$ cat config.mk
export PLATFORM = sky130hd
export DESIGN_NAME = coherence_bus_ctrl
export DESIGN_NICKNAME = d
export VERILOG_FILES = /design/src/rtl/cpu_types_pkg.sv /design/src/rtl/caches_types_pkg.sv /design/src/rtl/bus_arbiter.sv /design/src/rtl/coherence_bus_ctrl.sv
export SDC_FILE = /design/constraint.sdc
export NUM_CORES = 1
export LEC_CHECK = 0
export CAP_MARGIN = 25
export CORE_AREA = 2 2 197 199
export CTS_CLUSTER_SIZE = 20
export DETAILED_ROUTE_END_ITERATION = 10
export DIE_AREA = 0 0 199 201
export PLACE_DENSITY_LB_ADDON = 0.15
export RECOVER_POWER = 25
export SLEW_MARGIN = 20
export SYNTH_ARGS = -nofsm -noshare
export SYNTH_HDL_FRONTEND = slang
export SYNTH_SLANG_ARGS = --single-unit
$ cat constraint.sdc
create_clock -name CLK -period 6.6 [get_ports CLK]
set_clock_uncertainty 0.15 [all_clocks]
set_input_delay 1.65 -clock CLK [delete_from_list [all_inputs] [get_ports CLK]]
set_output_delay 1.65 -clock CLK [all_outputs]
set_load 0.01 [all_outputs]
$ cat src/rtl/cpu_types_pkg.sv
// ---------------------------------------------------------------------------
// cpu_types_pkg
// Purpose : basic CPU-wide data types shared by the cache and bus blocks.
// Ports   : none (package).
// ---------------------------------------------------------------------------
package cpu_types_pkg;
    localparam int WORD_W = 32;
    typedef logic [WORD_W-1:0] word_t;
endpackage

$ cat src/rtl/caches_types_pkg.sv
// ---------------------------------------------------------------------------
// caches_types_pkg
// Purpose : types shared by the L1 caches and the coherence bus controller:
//           RAM handshake state, bus FSM states and the machine word type.
// Ports   : none (package).
// ---------------------------------------------------------------------------
package caches_types_pkg;
    typedef cpu_types_pkg::word_t word_t;

    // Handshake reported by the single-ported RAM each cycle.
    typedef enum logic [1:0] {
        FREE   = 2'd0,
        BUSY   = 2'd1,
        ACCESS = 2'd2,
        ERROR  = 2'd3
    } ramstate_t;

    // One coherence transaction at a time; every path returns to IDLE.
    typedef enum logic [3:0] {
        IDLE   = 4'd0,
        WB0    = 4'd1,
        WB1    = 4'd2,
        SNOOP  = 4'd3,
        FWD0   = 4'd4,
        FWD1   = 4'd5,
        LOAD0  = 4'd6,
        LOAD1  = 4'd7,
        INV    = 4'd8,
        ACK    = 4'd9,
        IFETCH = 4'd10
    } bus_state_t;
endpackage

$ cat src/rtl/bus_arbiter.sv
// ---------------------------------------------------------------------------
// bus_arbiter
// Purpose : picks which core owns the next bus transaction. Data requests
//           always beat instruction requests. On a data tie core 0 wins,
//           unless BUS_RR_ARB_EN is defined, in which case the tie goes to
//           the core that did not receive the previous data grant.
// Ports   : CLK, nRST, take_i - only present with BUS_RR_ARB_EN; take_i
//                               high means the grant is consumed this cycle
//           dreq_i    - per-core data request (dREN | dWEN | cctrans)
//           ireq_i    - per-core instruction request
//           gnt       - winning core index
//           gnt_valid - some request is pending
//           is_instr  - the grant is for an instruction fetch
// Macro   : BUS_RR_ARB_EN
// ---------------------------------------------------------------------------
module bus_arbiter #(
    parameter int CPUS = 2
) (
`ifdef BUS_RR_ARB_EN
    input  logic            CLK,
    input  logic            nRST,
    input  logic            take_i,
`endif
    input  logic [CPUS-1:0] dreq_i,
    input  logic [CPUS-1:0] ireq_i,
    output logic            gnt,
    output logic            gnt_valid,
    output logic            is_instr
);
    logic tie_pick;

`ifdef BUS_RR_ARB_EN
    logic last_grant_q;

    // Remembers the owner of the most recent data transaction.
    always_ff @(posedge CLK or negedge nRST) begin
        if (!nRST) begin
            last_grant_q <= 1'b1;
        end else if (take_i && (|dreq_i)) begin
            last_grant_q <= gnt;
        end
    end

    assign tie_pick = ~last_grant_q;
`else
    assign tie_pick = 1'b0;
`endif

    always_comb begin
        is_instr  = ~(|dreq_i);
        gnt_valid = (|dreq_i) | (|ireq_i);
        if (|dreq_i) begin
            gnt = (&dreq_i) ? tie_pick : ~dreq_i[0];
        end else begin
            gnt = ~ireq_i[0];
        end
    end
endmodule

$ cat src/rtl/coherence_bus_ctrl.sv
// ---------------------------------------------------------------------------
// coherence_bus_ctrl
// Purpose : snooping MSI bus controller for two cores (icache + dcache each)
//           sharing one single-ported RAM. Serialises write-backs, read
//           misses (with dirty-line forwarding from the other dcache),
//           invalidations, clean-frame acknowledgements and instruction
//           fetches.
// Ports   : CLK, nRST (async, active-low)
//           iREN/iaddr -> iwait/iload            icache side
//           dREN/dWEN/daddr/dstore/cctrans/ccwrite -> dwait/dload  dcache
//           ccwait/ccinv/ccsnoopaddr             snoop into the other dcache
//           ramREN/ramWEN/ramaddr/ramstore, ramload/ramstate   RAM side
// Macro   : BUS_RR_ARB_EN selects round-robin arbitration on data ties.
// ---------------------------------------------------------------------------
module coherence_bus_ctrl
    import caches_types_pkg::*;
#(
    parameter int CPUS   = 2,
    parameter int ADDR_W = 32
) (
    input  logic              CLK,
    input  logic              nRST,
    input  logic [CPUS-1:0]   iREN,
    input  logic [ADDR_W-1:0] iaddr       [CPUS-1:0],
    output logic [CPUS-1:0]   iwait,
    output logic [ADDR_W-1:0] iload       [CPUS-1:0],
    input  logic [CPUS-1:0]   dREN,
    input  logic [CPUS-1:0]   dWEN,
    input  logic [ADDR_W-1:0] daddr       [CPUS-1:0],
    input  logic [ADDR_W-1:0] dstore      [CPUS-1:0],
    input  logic [CPUS-1:0]   cctrans,
    input  logic [CPUS-1:0]   ccwrite,
    output logic [CPUS-1:0]   dwait,
    output logic [ADDR_W-1:0] dload       [CPUS-1:0],
    output logic [CPUS-1:0]   ccwait,
    output logic [CPUS-1:0]   ccinv,
    output logic [ADDR_W-1:0] ccsnoopaddr [CPUS-1:0],
    output logic              ramREN,
    output logic              ramWEN,
    output logic [ADDR_W-1:0] ramaddr,
    output logic [ADDR_W-1:0] ramstore,
    input  logic [ADDR_W-1:0] ramload,
    input  ramstate_t         ramstate
);
    bus_state_t        state_q, state_d;
    logic              gnt_q, gnt_d;
    logic              snp;
    logic              access;
    logic [CPUS-1:0]   dreq;
    logic              arb_gnt, arb_valid, arb_instr;
    logic [ADDR_W-1:0] ccsnoopaddr_q [CPUS-1:0];

    assign dreq   = dREN | dWEN | cctrans;
    assign snp    = ~gnt_q;
    // ERROR deliberately falls into the "not ready" case so the state holds.
    assign access = (ramstate == ACCESS);

    bus_arbiter #(.CPUS(CPUS)) u_arb (
`ifdef BUS_RR_ARB_EN
        .CLK       (CLK),
        .nRST      (nRST),
        .take_i    (state_q == IDLE),
`endif
        .dreq_i    (dreq),
        .ireq_i    (iREN),
        .gnt       (arb_gnt),
        .gnt_valid (arb_valid),
        .is_instr  (arb_instr)
    );

    // Next-state: requests are only looked at in IDLE; once started, a
    // transaction runs to completion even if the request drops.
    always_comb begin
        state_d = state_q;
        gnt_d   = gnt_q;
        case (state_q)
            IDLE: begin
                if (arb_valid) begin
                    gnt_d = arb_gnt;
                    if (arb_instr)             state_d = IFETCH;
                    else if (dWEN[arb_gnt])    state_d = WB0;
                    else if (dREN[arb_gnt])    state_d = SNOOP;
                    else if (ccwrite[arb_gnt]) state_d = INV;
                    else                       state_d = ACK;
                end
            end
            WB0:    if (access) state_d = WB1;
            WB1:    if (access) state_d = IDLE;
            SNOOP:  state_d = cctrans[snp] ? FWD0 : LOAD0;
            FWD0:   if (access) state_d = FWD1;
            FWD1:   if (access) state_d = IDLE;
            LOAD0:  if (access) state_d = LOAD1;
            LOAD1:  if (access) state_d = IDLE;
            INV:    state_d = IDLE;
            ACK:    state_d = IDLE;
            IFETCH: if (access) state_d = IDLE;
            default: state_d = IDLE;
        endcase
    end

    always_ff @(posedge CLK or negedge nRST) begin
        if (!nRST) begin
            state_q <= IDLE;
            gnt_q   <= 1'b0;
        end else begin
            state_q <= state_d;
            gnt_q   <= gnt_d;
        end
    end

    // Snoop address is captured once when a snoop starts and then held, so
    // it stays stable while ccwait is low.
    for (genvar gi = 0; gi < CPUS; gi++) begin : g_snoop_addr
        always_ff @(posedge CLK or negedge nRST) begin
            if (!nRST) begin
                ccsnoopaddr_q[gi] <= '0;
            end else if (state_q == IDLE && gnt_d != 1'(gi)) begin
                if (state_d == SNOOP) begin
                    ccsnoopaddr_q[gi] <= daddr[gnt_d];
                end else if (state_d == INV) begin
                    ccsnoopaddr_q[gi] <= {daddr[gnt_d][ADDR_W-1:3], 3'b000};
                end
            end
        end
        assign ccsnoopaddr[gi] = ccsnoopaddr_q[gi];
    end

    // Outputs: IDLE drives exactly the reset values, so an asynchronous
    // reset (which forces IDLE) clears every output immediately.
    always_comb begin
        iwait    = '1;
        dwait    = '1;
        ccwait   = '0;
        ccinv    = '0;
        ramREN   = 1'b0;
        ramWEN   = 1'b0;
        ramaddr  = '0;
        ramstore = '0;
        for (int c = 0; c < CPUS; c++) begin
            iload[c] = '0;
            dload[c] = '0;
        end
        case (state_q)
            WB0, WB1: begin
                ramWEN   = 1'b1;
                ramaddr  = daddr[gnt_q];
                ramstore = dstore[gnt_q];
                if (access) dwait[gnt_q] = 1'b0;
            end
            SNOOP: begin
                ccwait[snp] = 1'b1;
                ccinv[snp]  = ccwrite[gnt_q];
            end
            FWD0, FWD1: begin
                // Dirty line goes to the requester and to RAM in one beat;
                // the snooper's address names the word being forwarded.
                ccwait[snp]  = 1'b1;
                ramWEN       = 1'b1;
                ramaddr      = daddr[snp];
                ramstore     = dstore[snp];
                dload[gnt_q] = dstore[snp];
                if (access) begin
                    dwait[gnt_q] = 1'b0;
                    dwait[snp]   = 1'b0;
                end
            end
            LOAD0, LOAD1: begin
                ccwait[snp] = 1'b1;
                ccinv[snp]  = ccwrite[gnt_q];
                ramREN      = 1'b1;
                ramaddr     = daddr[gnt_q];
                if (access) begin
                    dload[gnt_q] = ramload;
                    dwait[gnt_q] = 1'b0;
                end
            end
            INV: begin
                ccwait[snp]  = 1'b1;
                ccinv[snp]   = 1'b1;
                dwait[gnt_q] = 1'b0;
            end
            ACK: begin
                dwait[gnt_q] = 1'b0;
            end
            IFETCH: begin
                ramREN  = 1'b1;
                ramaddr = iaddr[gnt_q];
                if (access) begin
                    iload[gnt_q] = ramload;
                    iwait[gnt_q] = 1'b0;
                end
            end
            default: ;
        endcase
    end
endmodule

== After elaboration in Yosys (flattened, before gate mapping) ==
Cells that the tools add are included.

* Register bits after elaboration: 69
* Bits of input ports: 238
* Output and inout bits: 266
* Logic and storage cells: 115

* Order comparisons: 6
* Equality and inequality tests: 13
* Mux-type cells: 58
* Bitwise operators: 13
* Reduce and logical (&&, ||, !) cells: 21

{| class="wikitable"
|+ Operator list
! operator !! number
|-
| $mux W32 || 15
|-
| $and A64 B64 Y64 || 2
|-
| $mux W64 || 2
|-
| $pmux W64 S2 || 1
|-
| $pmux W32 S3 || 1
|-
| $pmux W32 S2 || 1
|-
| $demux W32 S1 || 1
|-
| $mux W4 || 8
|-
| $pmux W4 S6 || 1
|-
| $mux W1 || 19
|-
| $eq A4 B3 Y1 const B || 4
|-
| $eq A4 B4 Y1 const B || 4
|-
| $eq A4 B2 Y1 const B || 3
|-
| $reduce_or A2 Y1 || 6
|-
| $reduce_or A4 Y1 || 3
|-
| $mux W2 || 5
|-
| $lt A1 B2 Y1 const B || 4
|-
| $pmux W2 S3 || 1
|-
| $reduce_and A2 Y1 || 3
|-
| $reduce_or A3 Y1 || 2
|-
| $reduce_or A6 Y1 || 1
|-
| $and A2 B2 Y2 || 2
|-
| $eq A4 B1 Y1 const B || 1
|-
| $logic_and A1 B1 Y1 || 4
|-
| 10 further kinds || 17
|}

== Longest topological paths before layout ==
* Depth after elaboration: 16
* Gate-level depth with buffers: 9
* Depth with buffers taken out: 6

== Cells and area by module ==
From an unflattened synthesis, not the netlist that was laid out.

* Cell total of the unflattened synthesis: 763
* Area total of the unflattened synthesis: 6,651.4 um2

{| class="wikitable"
|+ Modules (own cells, without submodules)
! module !! times used !! cells each !! area an instance (um2) !! sequential area each (um2)
|-
| coherence_bus_ctrl || 1 || 758 || 6,625.1 || 1,726.7
|-
| bus_arbiter || 1 || 5 || 26.3 || 0.0
|}

== Least setup slack after synthesis ==
No wires, ideal clock.

* Path type: input to output
* Start point: input port ramstate[0]
* End point: output port dload[12] (netlist bit)
* Arrival: 2.825 ns
* Required time: 4.800 ns
* Slack: 1.975 ns
* Stages on the path: 6
* Buffers on the path: 2
* Path through: nand2b_1 -> clkbuf_1 -> nor2_1 -> clkbuf_1 -> a22oi_1 -> nor2_1

{| class="wikitable"
|+ RTL lines
! what !! RTL line !! text
|-
| start: declaration || coherence_bus_ctrl.sv:43 || <nowiki>input ramstate_t ramstate</nowiki>
|-
| end: declaration || coherence_bus_ctrl.sv:34 || <nowiki>output logic [ADDR_W-1:0] dload [CPUS-1:0],</nowiki>
|}

==> PnR_summary.wiki <==
{| class="wikitable"
! Metric !! Value
|-
| Num Clock Sinks || just under 70
|-
| Sw power || 2.314 mW
|-
| Outcome || complete, no violations
|-
| Count of TritonRoute iterations in the first routing pass || 5
|-
| Antenna violations before repair || 1
|-
| WP data arrival || 3730 ps
|-
| Total count of max-transition violations in the final report || 0
|-
| Library cells used by synthesis || 47
|-
| Dpl cell area || about 12000 um2
|-
| Root buffer cell || clkbuf_16
|-
| Final hold violations || 0
|-
| Count of port buffers added during placement || 503
|-
| Proportion of power drawn by combinational gates || 0.744
|-
| Peak fanout along the critical path || 26
|-
| CORE AREA || between 30000 and 40000 um2
|-
| Number of buffers inserted by post-CTS setup repair || 0
|-
| Number of enable flip-flop cells after synthesis || 0
|-
| Die Y-Extent || 201 um
|-
| Unrepaired setup endpoints after global routing || no
|-
| Area growth from synthesis to layout || 90.60%
|-
| Number of vias in the routed layout || 8174
|-
| PD cells || 428.0 nW/um2
|-
| Number of DRC violations after detailed routing || 0
|-
| Wire length reported by the detailed router || ~38000 um
|-
| Die area || 40000 um2
|-
| H-tree level count || 3
|-
| Number of gates given a new drive strength after cts || 0
|-
| Cts-stage hold buffer count || 0
|-
| Vias per cell || 4.851
|-
| Leakage power figure || between 4 and 5 nW
|-
| Final core utilization || 0.3224
|-
| Critical Path Start || ramstate[0]
|-
| Switching Fraction || 0.4401
|-
| Peak clock frequency supported by timing || 180.9 MHz
|-
| Worst Hold Class || reg -> reg
|-
| Number of buffers inserted during clock tree synthesis || 9
|-
| Final cycle utilization of the critical path || 0.8374
|-
| Die X-Extent || 199 um
|-
| Total nets after synthesis || 948
|-
| Initial Utilization || 0.1691
|-
| Average instance area after synthesis || just over 9 um2
|-
| Worst supply voltage drop on vdd || 0.0001989 V
|-
| Number of synthesized register bits || 69
|-
| Clock input transition at the sequential cells of the worst setup and hold paths || 60 ps
|-
| Startpoint-to-endpoint class of the critical path || in -> out
|-
| Flop pwr share || 0.159
|-
| I/O Pins || 504
|-
| Max-slew headroom || 0.4066
|-
| Maximum number of pins on one net before global-route repair || 74
|-
| Sum of negative setup slack || 0 ps
|-
| Max Buffers Root-to-Sink || 2
|-
| Share of synthesized area occupied by flip-flops and latches || 0.2679
|-
| Setup-violating endpoint count in the final report || 0
|-
| Final nets || 1399
|-
| Worst Hold Launch || ccsnoopaddr[2]
|-
| Count of max-cap constraint violations || 0
|-
| Antenna violation net count after detailed routing || 0
|-
| Final worst path period need || ~5500 ps
|-
| CTS tree || built
|-
| Via count of the first global-routing pass || 8310
|-
| Synth async-reset ratio || 1.000
|-
| Synthesis Warnings || 0
|-
| Proportion of layout cells with a drive suffix above 1 || 0.1029
|-
| Number of standard cells after synthesis || 710
|-
| Clock latency on the worst-skew pair || 340 ps
|-
| Global-route usage over all layers || 0.1810
|-
| Post-synth design cell area || 6445 um2
|-
| Required time of the worst setup path || between 4000 and 5000 ps
|-
| Wire per inst || 22.35 um
|-
| Slew @ Worst Pin || roughly 890 ps
|-
| Launching element type of the critical path || input pin
|-
| Standard-cell row count || 72
|-
| Placed wire-length estimate after detailed placement || 28660 um
|-
| Final weighted congestion of routability-driven global placement || roughly 0.76
|-
| Internal power || 2.944 mW
|-
| Number of DRC markers in iteration 0 || 367
|-
| Commonest register cell after synthesis || dfrtp_1
|-
| Remaining Overflow, GRT || 0
|-
| Worst setup EP type || primary output
|-
| Startpoint of the worst-slack reg-to-reg timing path || state_q[2]
|-
| Wire length of the first global-routing pass || ~54000 um
|-
| Final Instance Area || 12280 um2
|-
| Clk pwr share || 0.097
|}
[state kept, by name, summed over array words and instances, names as in the netlist]
register	count
gnt_q	1
state_q	4
ccsnoopaddr	64
[through the flow]
step	total power [mW]	hold slack [ps]	instances	setup slack (ps)
finish	5.257	338.4	1685	1073
CTS	5.388	345.4	1684	987.7
global placement	4.850	328.2	1668	994.5
global route	5.625	359.8	1685	905.7
floorplan	2.783	382.4	710	1975
detailed placement	4.847	331.4	1668	1000
[final cells by class]
type	instances	area (um2)
Antenna cell	1	2.502
Clock buffer	11	252.7
Clock inverter	5	58.81
Fill cell	4021	25820
Inverter	6	23.77
Multi-Input combinational cell	549	4370
Sequential cell	69	1730
Tap cell	518	648.1
Timing Repair Buffer	526	5197
[per-layer routing]
layer,global-route usage,part of all wire,up-vias
li1,-,-,3725
met1,0.2125,0.40,4008
met2,0.3244,0.50,422
met3,0.04923,0.086,19
met4,0.04184,0.012,0
met5,0,0,-
[worst max-delay path, cell delays in order]
cell and delay (ps):
clkdlybuf4s50_1 410, nand2b_1 320, nor2_2 170, buf_4 330
a22oi_1 120, nor2_1 110, clkdlybuf4s50_1 570
[synthesized netlist by cell type, drive strengths merged (6+ instances only)]
cell / number / area [um2]
a21oi: 8 / 40.04
a221oi: 128 / 1121
a22o: 15 / 131.4
a22oi: 52 / 390.4
and2: 64 / 400.4
buf: 9 / 91.34
clkbuf: 77 / 289.0
dfrtp: 69 / 1727
inv: 6 / 22.52
mux2: 58 / 855.8
mux2i: 33 / 330.3
nand2: 6 / 22.52
nor2: 100 / 375.4
nor3: 7 / 46.30
o22ai: 32 / 200.2
[worst paths after layout]
check | depth (start not counted) | end | slack, ps
max | 7 | dload[13] | 1070
max in group asynchronous | 2 | gnt_q | 3960
min | 1 | ccsnoopaddr[2] | 340
min in group asynchronous | 1 | ccsnoopaddr[9] | 1040
max reg2reg | 7 | ccsnoopaddr[23] | 2830
min reg2reg | 1 | ccsnoopaddr[2] | 340
[power by group through the flow]
stage / clock (mW) / combinational, mW / sequential, mW
after floorplan: 0 / 1.95 / 0.828
after global placement: 0 / 4.00 / 0.847
after detailed placement: 0 / 3.99 / 0.857
after CTS: 0.531 / 4.01 / 0.847
after global routing: 0.551 / 4.20 / 0.876
final: 0.508 / 3.91 / 0.837
[layout by cell type, fill, tap and decap left out, drive strengths merged, types with 2 or more instances in the layout]
cell	n
clkdlybuf4s50	471
a221oi	128
nor2	100
dfrtp	69
and2	64
mux2	58
a22oi	52
mux2i	33
o22ai	32
dlygate4sd3	31
buf	22
a22o	15
clkbuf	13
a21oi	8
nor3	7
nand2	6
inv	5
nand2b	5
o21ai	4
a32o	3
or2	3
a31oi	3
clkinv	3
nor3b	3
o21bai	3
or3	2
a2bb2oi	2
a311oi	2
or3b	2
clkinvlp	2
a211oi	2
[cells by family (layout without fill, tap and decap cells)]
logic type,Yosys count,in the layout,synth area share
compound gates,260,260,0.3285
simple gates,198,198,0.1571
flops,69,69,0.2679
buf+inv,92,548,0.06251
mux,91,91,0.1840
other cells,0,1,0
Power figures use the tool's default switching activity.
